$ cat config.mk
export PLATFORM = sky130hd
export DESIGN_NAME = imem_loader
export DESIGN_NICKNAME = d
export VERILOG_FILES = /design/src/rtl/imem_loader.sv
export SDC_FILE = /design/constraint.sdc
export NUM_CORES = 1
export LEC_CHECK = 0
export CAP_MARGIN = 15
export CORE_AREA = 2 2 138 140
export DETAILED_ROUTE_END_ITERATION = 8
export DIE_AREA = 0 0 140 142
export MAX_ROUTING_LAYER = met4
export PLACE_DENSITY = 0.63
export SLEW_MARGIN = 20
export SYNTH_ARGS = -nofsm -noshare
export SYNTH_HDL_FRONTEND = slang
export SYNTH_SLANG_ARGS = --single-unit
$ cat constraint.sdc
create_clock -name clk -period 6.79 [get_ports clk]
set_input_delay 1.358 -clock clk [delete_from_list [all_inputs] [get_ports clk]]
set_output_delay 1.358 -clock clk [all_outputs]
set_load 0.01 [all_outputs]
$ cat src/rtl/imem_loader.sv
// Streams 32-bit instruction words into the byte-wide instruction memory write port, MSB first.
// Optional build macro IMEM_LOADER_CSUM_EN adds a running XOR checksum of written words on csum.
module imem_loader #(
    parameter int MEM_BYTES = 16384,
    parameter int CNT_W     = 12
) (
    input  logic             clk,
    input  logic             reset,
    input  logic             start,
    input  logic [31:0]      base_addr,
    input  logic [CNT_W-1:0] word_count,
    input  logic             in_valid,
    input  logic [31:0]      in_word,
    output logic             in_ready,
    output logic             mem_we,
    output logic [31:0]      mem_addr,
    output logic [7:0]       mem_wdata,
    output logic             busy,
    output logic             done,
    output logic             err,
    output logic [31:0]      csum
);

    // state     | meaning
    // IDLE      | waiting for start
    // WAIT_WORD | in_ready high, waiting for the next word handshake
    // WRITE     | four byte writes of the latched word, MSB first
    // FINISH    | one-cycle done pulse, then back to IDLE
    typedef enum logic [1:0] {IDLE, WAIT_WORD, WRITE, FINISH} state_t;

    state_t           state;
    logic [31:0]      addr;
    logic [CNT_W-1:0] remaining;
    logic [31:0]      word;
    logic [1:0]       beat;
    logic             handshake;
    logic             range_bad;

    assign in_ready  = (state == WAIT_WORD);
    assign handshake = in_valid && in_ready;
    // 33-bit sum so an address near 2^32 cannot wrap past the check
    assign range_bad = ({1'b0, addr} + 33'd3) >= 33'(MEM_BYTES);

    always_ff @(posedge clk or posedge reset) begin
        if (reset) begin
            state     <= IDLE;
            addr      <= '0;
            remaining <= '0;
            word      <= '0;
            beat      <= '0;
            mem_we    <= 1'b0;
            mem_addr  <= '0;
            mem_wdata <= '0;
            busy      <= 1'b0;
            done      <= 1'b0;
            err       <= 1'b0;
        end else begin
            done <= 1'b0;
            case (state)
                IDLE: begin
                    if (start) begin
                        if (base_addr[1:0] != 2'b00) begin
                            err  <= 1'b1;
                            done <= 1'b1;
                        end else if (word_count == '0) begin
                            err   <= 1'b0;
                            busy  <= 1'b1;
                            done  <= 1'b1;
                            state <= FINISH;
                        end else begin
                            addr      <= base_addr;
                            remaining <= word_count;
                            err       <= 1'b0;
                            busy      <= 1'b1;
                            state     <= WAIT_WORD;
                        end
                    end
                end
                WAIT_WORD: begin
                    if (handshake) begin
                        if (range_bad) begin
                            err   <= 1'b1;
                            done  <= 1'b1;
                            state <= FINISH;
                        end else begin
                            word      <= in_word;
                            beat      <= 2'd0;
                            mem_we    <= 1'b1;
                            mem_addr  <= addr;
                            mem_wdata <= in_word[31:24];
                            state     <= WRITE;
                        end
                    end
                end
                WRITE: begin
                    if (beat == 2'd3) begin
                        mem_we    <= 1'b0;
                        addr      <= addr + 32'd4;
                        remaining <= remaining - 1'b1;
                        if (remaining == CNT_W'(1)) begin
                            done  <= 1'b1;
                            state <= FINISH;
                        end else begin
                            state <= WAIT_WORD;
                        end
                    end else begin
                        // word shifts left so the next byte is always at [23:16]
                        beat      <= beat + 2'd1;
                        mem_addr  <= mem_addr + 32'd1;
                        mem_wdata <= word[23:16];
                        word      <= {word[23:0], 8'h00};
                    end
                end
                FINISH: begin
                    busy  <= 1'b0;
                    state <= IDLE;
                end
                default: state <= IDLE;
            endcase
        end
    end

`ifdef IMEM_LOADER_CSUM_EN
    logic start_take;
    logic word_take;

    assign start_take = (state == IDLE) && start && (base_addr[1:0] == 2'b00);
    assign word_take  = handshake && !range_bad;

    always_ff @(posedge clk or posedge reset) begin
        if (reset) begin
            csum <= '0;
        end else if (start_take) begin
            csum <= '0;
        end else if (word_take) begin
            csum <= csum ^ in_word;
        end
    end
`else
    assign csum = '0;
`endif

endmodule

Word level (Yosys, flattened, before mapping)
Index checks and enable logic that the tools add are counted.

Bits in writable memories: 0. Bits in read-only memories: 0. Output and inout port bits: 77. Memories: 0. Register bits after elaboration: 116. Latch bits: 0. Word-level logic and storage cells: 98.

Shift-type cells: 0. $mul: 0. Bitwise operators: 0. $add $sub $neg: 5. Reduce and logical (&&, ||, !) cells: 14. Multiplexer cells: 54. Div/mod/pow operators: 0. Eq/ne operators: 13. Order comparisons: 1.

Operators with widths (count): 2-to-1 mux 32 bit (7); one-hot mux 32 bit (2 select lines) (2); 2-to-1 mux 24 bit (3); 2-to-1 mux 12 bit (4); one-hot mux 24 bit (2 select lines) (1); adder 32 x 2 -> 33 bit, second input constant (1); >= comparator 33 x 15 -> 1 bit, second input constant (1); adder 32 x 1 -> 32 bit, second input constant (1); adder 32 x 3 -> 32 bit, second input constant (1); 2-to-1 mux 8 bit (3); one-hot mux 12 bit (2 select lines) (1); 2-to-1 mux 2 bit (9); 2-to-1 mux 1 bit (17); one-hot mux 8 bit (2 select lines) (1); AND reduction 4 bit (4); equality test 12 x 1 -> 1 bit, second input constant (1); logical NOT 12 bit (1); != test 2 bit, second input constant (6); subtractor 12 x 1 -> 12 bit, second input constant (1); nonzero test 2 bit (5); one-hot mux 2 bit (4 select lines) (1); equality test 2 bit, second input constant (3); one-hot mux 1 bit (2 select lines) (3); AND reduction 5 bit (1); other kinds (8) (9).

Depth between registers and ports, before layout
Gate-level depths: netlist (run 1).

Depth in word-level cells: 5. Mapped depth: 12.

Least setup slack after synthesis (run 1)
No wires, ideal clock.

Kind: input to register. Start: input port start. End: register addr[4]. Slack: 3.979 ns. Arrival: 2.668 ns. Cell stages on the path: 7. Library setup time: 0.143 ns. Required time: 6.647 ns. Cells stage by stage: nand2b_1 -> nor3_1 -> nand2_1 -> a21oi_1 -> clkbuf_1 -> clkbuf_1 -> a22oi_1.

Longest elaborated chain between the ends: 2.

RTL lines: start: declaration (RTL line 9) `input logic start,`; != test 2 bit (no line); AND reduction 5 bit (no line); end signal: assignment (RTL line 71) `addr <= base_addr;`; end signal: assignment (RTL line 98) `addr <= addr + 32'd4;`; end: declaration (RTL line 32) `logic [31:0] addr;`.

Every way passes these cells. A chain may end at the register's enable or synchronous reset.

Final worst setup path (run 1)
Start: register addr[4]. End: register word[4].

Longest elaborated chain between the ends: 4.

RTL lines: adder 32 x 2 -> 33 bit (RTL line 42) `assign range_bad = ({1'b0, addr} + 33'd3) >= 33'(MEM_BYTES);`; >= comparator 33 x 15 -> 1 bit (RTL line 42); != test 2 bit (no line); AND reduction 4 bit (no line); end signal: assignment (RTL line 86) `word <= in_word;`; end signal: assignment (RTL line 111) `word <= {word[23:0], 8'h00};`; end: declaration (RTL line 34) `logic [31:0] word;`.

Every way passes these cells.

==> results of run 1 <==
[cells by family (layout without fill, tap and decap cells)]
logic type	Yosys count	in the layout
buf+inv	120	178
fa+ha+maj	5	5
flops	116	116
compound gates	323	323
simple gates	351	351
xor+xnor	7	7
mux	4	4
other cells	1	32
[per-layer routing]
layer  global-route usage  share of wire  wire (um)
met2                0.340           0.46      10200
met5                    -              0          0
met4               0.0510         0.0095        208
met3               0.0545          0.063       1370
met1                0.318           0.46      10100
[layout make-up]
cell class	instances	area (um^2)	share of cell area
clock inverters	15	181	0.0200
well taps	234	293	0.0322
inverters	13	51.3	0.00565
multi-input cells	722	3920	0.432
clock buffers	17	425	0.0468
flip-flops and latches	116	2900	0.319
repair buffers	133	1310	0.144
[power breakdown]
group | internal [mW] | total, mW | switching [mW]
clock | 0.579 | 0.923 | 0.345
combinational | 0.770 | 1.79 | 1.02
sequential | 1.03 | 1.49 | 0.468
[layout by cell type, fill, tap and decap left out, drive strengths merged, types with 3 or more instances in the layout]
master         instances
and3                  11
a31oi                 33
dfrtp                116
o211ai                 4
nand2b                 4
nor2                  53
nand3                 44
nand4                 31
xor2                   4
ha                     5
o31ai                  5
and4                   7
nor2b                  3
buf                    9
and2                   7
a22oi                  3
o21ai                 68
a21oi                147
mux2i                  3
clkbuf                17
a22o                   6
conb                  32
clkdlybuf4s50        124
bufinv                 3
inv                   15
nor3                  21
o2bb2ai               13
clkinv                 8
a31o                   4
a21boi                 3
nor3b                  3
o22ai                 16
nand2                136
xnor2                  3
nor4                  19
or2                    7
[flip-flops by register name, summed over array words and instances (netlist names)]
name / flops
mem_wdata: 8
state: 2
err: 1
beat: 2
mem_addr: 32
addr: 32
word: 24
busy: 1
remaining: 12
done: 1
mem_we: 1
[final timing paths]
check	start	to	slack [ns]
max in group asynchronous	reset	mem_addr[14]	4.09
min in group asynchronous	reset	busy	1.40
hold / removal	beat[0]	beat[0]	0.48
hold reg to reg	beat[0]	beat[0]	0.48
setup / recovery	addr[4]	word[4]	2.69
setup reg to reg	addr[4]	word[4]	2.69
[per-stage QoR]
stage	std cells	cell area [um^2]	total power [mW]
floorplan	958	7390	2.60
global placement	1218	8470	3.25
detailed placement	1218	8470	3.28
CTS	1250	9080	4.21
global route	1250	9090	4.53
finish	1250	9090	4.20
[worst max-delay path, delay by kind of cell (launching register included)]
family          cells  cell delay [ns]
flops               1             0.43
compound gates      3             1.00
xor+xnor            1             0.20
simple gates        4             1.69
buf+inv             1             0.63
==> summary.md, run 1 <==
| Metric | Value |
|---|---|
| Status | complete, but fails checks |
| Failing checks | design-rule violations |
| Grt total ovfl | 0 |
| Wirelength per Cell | 17.5 um |
| Distinct cell type count after synthesis | 61 |
| Main synth FF type | dfrtp_1 |
| Largest net degree at the start of global routing | 85 |
| Asr flop ratio synth | 1.00 |
| Final nets | 1088 |
| Post-synth EDFFs | 0 |
| Fin. max-slew vios | 0 |
| Ant diodes | 0 |
| Ratio of cells with drive above 1 in the final layout | 0.0610 |
| Post-CTS Hold Buffers | 0 |
| Mapped Area | 7270 um^2 |
| FILL cells | 1813 |
| Maximum fanout along the worst path | 68 |
| CP dominant cell by count | a22o_1 |
| Clock sink count | 116 |
| WHS | 0.476 ns |
| Skew final | 0.0129 ns |
| Crit. End Element | register |
| Post-synthesis mux area share | 0.00568 |
| Worst r2r path cells | 9 |
| Post-layout util | 0.492 |
| GP Congestion | 0.888 |
| # setup viols final | 0 |
| Share of the synthesized area in the top cell type | 0.399 |
| Synth Area in Adders | 0.00860 |
| Hold path depth | 1 |
| Peak Freq | 0.244 GHz |
| Initial antenna violation count | 0 |
| Period utilization | 0.603 |
| H-Tree Depth | 4 |
| Starting Density | 0.394 |
| PnR worst setup slack | 2.69 ns |
| DRC | 6 |
| Initial DRC Count | 662 |
| Core Region | 18500 um^2 |
| CP max stage delay | 0.80 ns |
| Simple-gate share of the synthesized area | 0.232 |
| Min Tclk post-route | 4.10 ns |
| Post-synth top cells | a21oi_1, nand2_1, dfrtp_1, o21ai_0, nor2_1 |
| Slew Limit Headroom | 0.281 |
| Type of the worst min-delay path | register to register |
| Compound-gate portion of the synthesized area | 0.261 |
| Clock root buffer | clkbuf_16 |
| Crit path DAT | 4.41 ns |
| Setup Slack @ Placement | 2.58 ns |
| FF+latch count, synth | 116 |
| Cell type with the largest total area after synthesis | dfrtp_1 |
| FP Rows | 50 |
| Sequential area share after synthesis | 0.399 |
| Num CTS Buffers | 17 |
| Crit-path slowest cell | nor4_1 |
| Clk pin slew, worst setup/hold paths | 0.06 ns |
| Clock buffer depth | 2 |
| I/O pin total | 157 |
| Die Y | 142 um |
| Final ANT Viol Nets | 0 |
| Maxcap violations | 0 |
| First-pass GRT wire length | 35300 um |
| Synth top area cells | dfrtp_1, a21oi_1, nand2_1 |
| Post CTS Setup Buffer Count | 0 |
| Mapped Cells | 927 |
| Critical Path Source Type | register |
| Vias in the first global route | 6478 |
| Vias | 7139 |
| Vias per inst | 5.71 |
| VDD IR max | 0.196 mV |
| Final Hold Vio Count | 0 |
| RSZ-0062 raised after global routing | false |
| Critical path type | register to register |
| Drt pass-1 iters | 9 |
| Die area | 19900 um^2 |
| XOR/XNOR Fraction of Synth Area | 0.00843 |
| Main combinational cell family by area after synthesis | compound AO/OA/AOI/OAI gates |
| IO buf count | 124 |
| CTS tree | yes |
| Measured slew at the worst slew-check pin | 1.08 ns |
| Post-CTS sizing | 0 |
| Post-Route Setup TNS | 0 ns |
| Synthesized area per cell | 7.85 um^2 |
| Overall routed net length | 21900 um |
| Die Wd | 140 um |
| Pleak | 3.52 nW |
| P&R area growth vs syn | 24.9% |
| Skew-Pair Late Insertion Delay | 0.43 ns |
| CP required | 7.10 ns |
| Top-count cell post-synth | a21oi_1 |
| Synth Warn # | 0 |
| DP HPWL | 14500 um |
| PwrDens | 463 nW/um^2 |
| Total track usage | 0.228 |
| CP Cell Sequence | nand3_1 > nor4_1 > xnor2_1 > nand4_1 > a22o_1 > o41ai_4 > buf_4 > nand2_1 > a22o_1 |
No activity file was read; power rests on OpenSTA's default activity.
==> run 2, diff against run 1 <==
==> constraint.sdc (replaced) <==
create_clock -name clk -period 4 [get_ports clk]
set_input_delay 0.8 -clock clk [delete_from_list [all_inputs] [get_ports clk]]
set_output_delay 0.8 -clock clk [all_outputs]
set_load 0.01 [all_outputs]
==> run 2 against run 1 <==
The flow still finishes with violations (design-rule violations). Die area did not move. Critical path depth did not move. Non-clock buffer count rose by 13. Setup slack got worse by 2.1 ns. Highest routed layer unchanged.
==> summary.md, run 2 (synthesis results as in run 1) <==
| Metric | Value |
|---|---|
| Status | complete, but fails checks |
| Failing checks | design-rule violations |
| DP HPWL | 15200 um |
| FILL cells | 1813 |
| Initial antenna violation count | 0 |
| Fin. max-slew vios | 0 |
| Vias per inst | 5.78 |
| Int Pwr | 4.05 mW |
| Commonest non-fill, non-tap cell in the layout | a21oi_1 |
| Measured slew at the worst slew-check pin | 0.982 ns |
| Crit-path slowest cell | nor4_1 |
| Post-CTS Hold Buffers | 0 |
| Post-layout util | 0.499 |
| IO buf count | 124 |
| Final Hold Vio Count | 0 |
| Skew-Pair Late Insertion Delay | 0.43 ns |
| Critical path type | register to register |
| CTS tree | yes |
| Wirelength per Cell | 17.6 um |
| Clock root buffer | clkbuf_16 |
| GP Congestion | 0.890 |
| Fin cells | 1263 |
| Total track usage | 0.236 |
| Cell area after layout | 9200 um^2 |
| RSZ-0062 raised after global routing | false |
| Crit. End Element | register |
| Type of the worst min-delay path | register to register |
| Peak Freq | 0.296 GHz |
| CP required | 4.31 ns |
| Period utilization | 0.845 |
| Sequential share of power | 0.350 |
| Largest regs | addr x32, mem_addr x32, word x24 |
| CP Cell Sequence | nand3_1 > nor4_1 > xnor2_1 > nand4_1 > a22o_1 > o41ai_4 > buf_4 > nand3_1 > a22o_1 |
| Ratio of cells with drive above 1 in the final layout | 0.0729 |
| Maximum fanout along the worst path | 46 |
| Final nets | 1101 |
| DP Area | 8610 um^2 |
| Overall routed net length | 22300 um |
| Crit path DAT | 3.69 ns |
| Clk pin slew, worst setup/hold paths | 0.06 ns |
| H-Tree Depth | 4 |
| # setup viols final | 0 |
| Sw Share | 0.439 |
| Min Tclk post-route | 3.38 ns |
| Drt pass-1 iters | 7 |
| Starting Density | 0.394 |
| FP Rows | 50 |
| VDD IR max | 0.398 mV |
| Worst path top cell family by delay | simple AND/OR/NAND/NOR gates |
| WP buf/inv | 1 |
| Maxcap violations | 0 |
| Vias | 7296 |
| Die area | 19900 um^2 |
| # placed instances | 1231 |
| I/O pin total | 157 |
| First-pass GRT wire length | 36400 um |
| CP max stage delay | 0.83 ns |
| Psw | 3.18 mW |
| Final ANT Viol Nets | 0 |
| DRC | 7 |
| Critical Path Source Type | register |
| Vias in the first global route | 6765 |
| P&R area growth vs syn | 26.5% |
| Grt total ovfl | 0 |
| Post-Route Setup TNS | 0 ns |
| Comb pwr share | 0.434 |
| Slew Limit Headroom | 0.346 |
| Num CTS Buffers | 17 |
| Ant diodes | 0 |
| Post CTS Setup Buffer Count | 0 |
| Largest net degree at the start of global routing | 59 |
| Skew final | 0.00999 ns |
| Commonest non-fill, non-tap cells in the layout | a21oi_1, nand2_1, clkdlybuf4s50_1, dfrtp_1, o21ai_0 |
| Post-CTS sizing | 0 |
| Die Wd | 140 um |
| Clock sink count | 116 |
| Die Y | 142 um |
| PwrDens | 786 nW/um^2 |
| Core Region | 18500 um^2 |
| Initial DRC Count | 649 |
| Clock buffer depth | 2 |
| Clock share of power | 0.215 |
| Pleak | 3.59 nW |
==> run 2: final cells by class <==
cell class / instances / area (um^2) / area share
clock buffer: 17 / 425 / 0.0462
tap: 234 / 293 / 0.0318
clock inverter: 15 / 169 / 0.0184
inverter: 13 / 51.3 / 0.00558
timing repair buffer: 146 / 1440 / 0.157
sequential: 116 / 2900 / 0.315
multi-input combinational: 722 / 3920 / 0.426
==> run 2: worst paths after layout <==
| kind | startpoint | to | slack (ns) | cells past startpoint |
|---|---|---|---|---|
| worst max-delay path | addr[4] | mem_addr[10] | 0.62 | 9 |
| worst min-delay path | beat[1] | beat[1] | 0.50 | 1 |
| worst max register to register | addr[4] | mem_addr[10] | 0.62 | 9 |
| worst min register to register | beat[1] | beat[1] | 0.50 | 1 |
| max in group asynchronous | reset | mem_addr[13] | 2.31 | 3 |
| min in group asynchronous | reset | done | 0.88 | 2 |
==> run 2: metrics by stage <==
stage | power [mW] | hold WS, ns | setup WS [ns]
6_report | 7.23 | 0.499 | 0.618
5_1_grt | 7.80 | 0.534 | 0.355
4_1_cts | 7.24 | 0.504 | 0.626
3_5_place_dp | 5.65 | 0.487 | 0.631
3_3_place_gp | 5.60 | 0.470 | 0.783
2_1_floorplan | 4.42 | 0.446 | 0.128
==> run 2: metal layers <==
metal  GRT usage  part of all wire  up-vias
met1       0.326              0.45     3507
met3      0.0643             0.074       27
met4      0.0670             0.015        0
met2       0.340              0.46      265
met5           -                 0        -
li1            -                 -     3497
==> run 2: power groups by stage <==
stage          combinational, mW  sequential [mW]  clock, mW
5_1_grt                     3.53             2.64       1.63
3_5_place_dp                3.13             2.52          0
3_3_place_gp                3.09             2.52          0
4_1_cts                     3.14             2.52       1.58
2_1_floorplan               2.14             2.28          0
6_report                    3.14             2.53       1.56
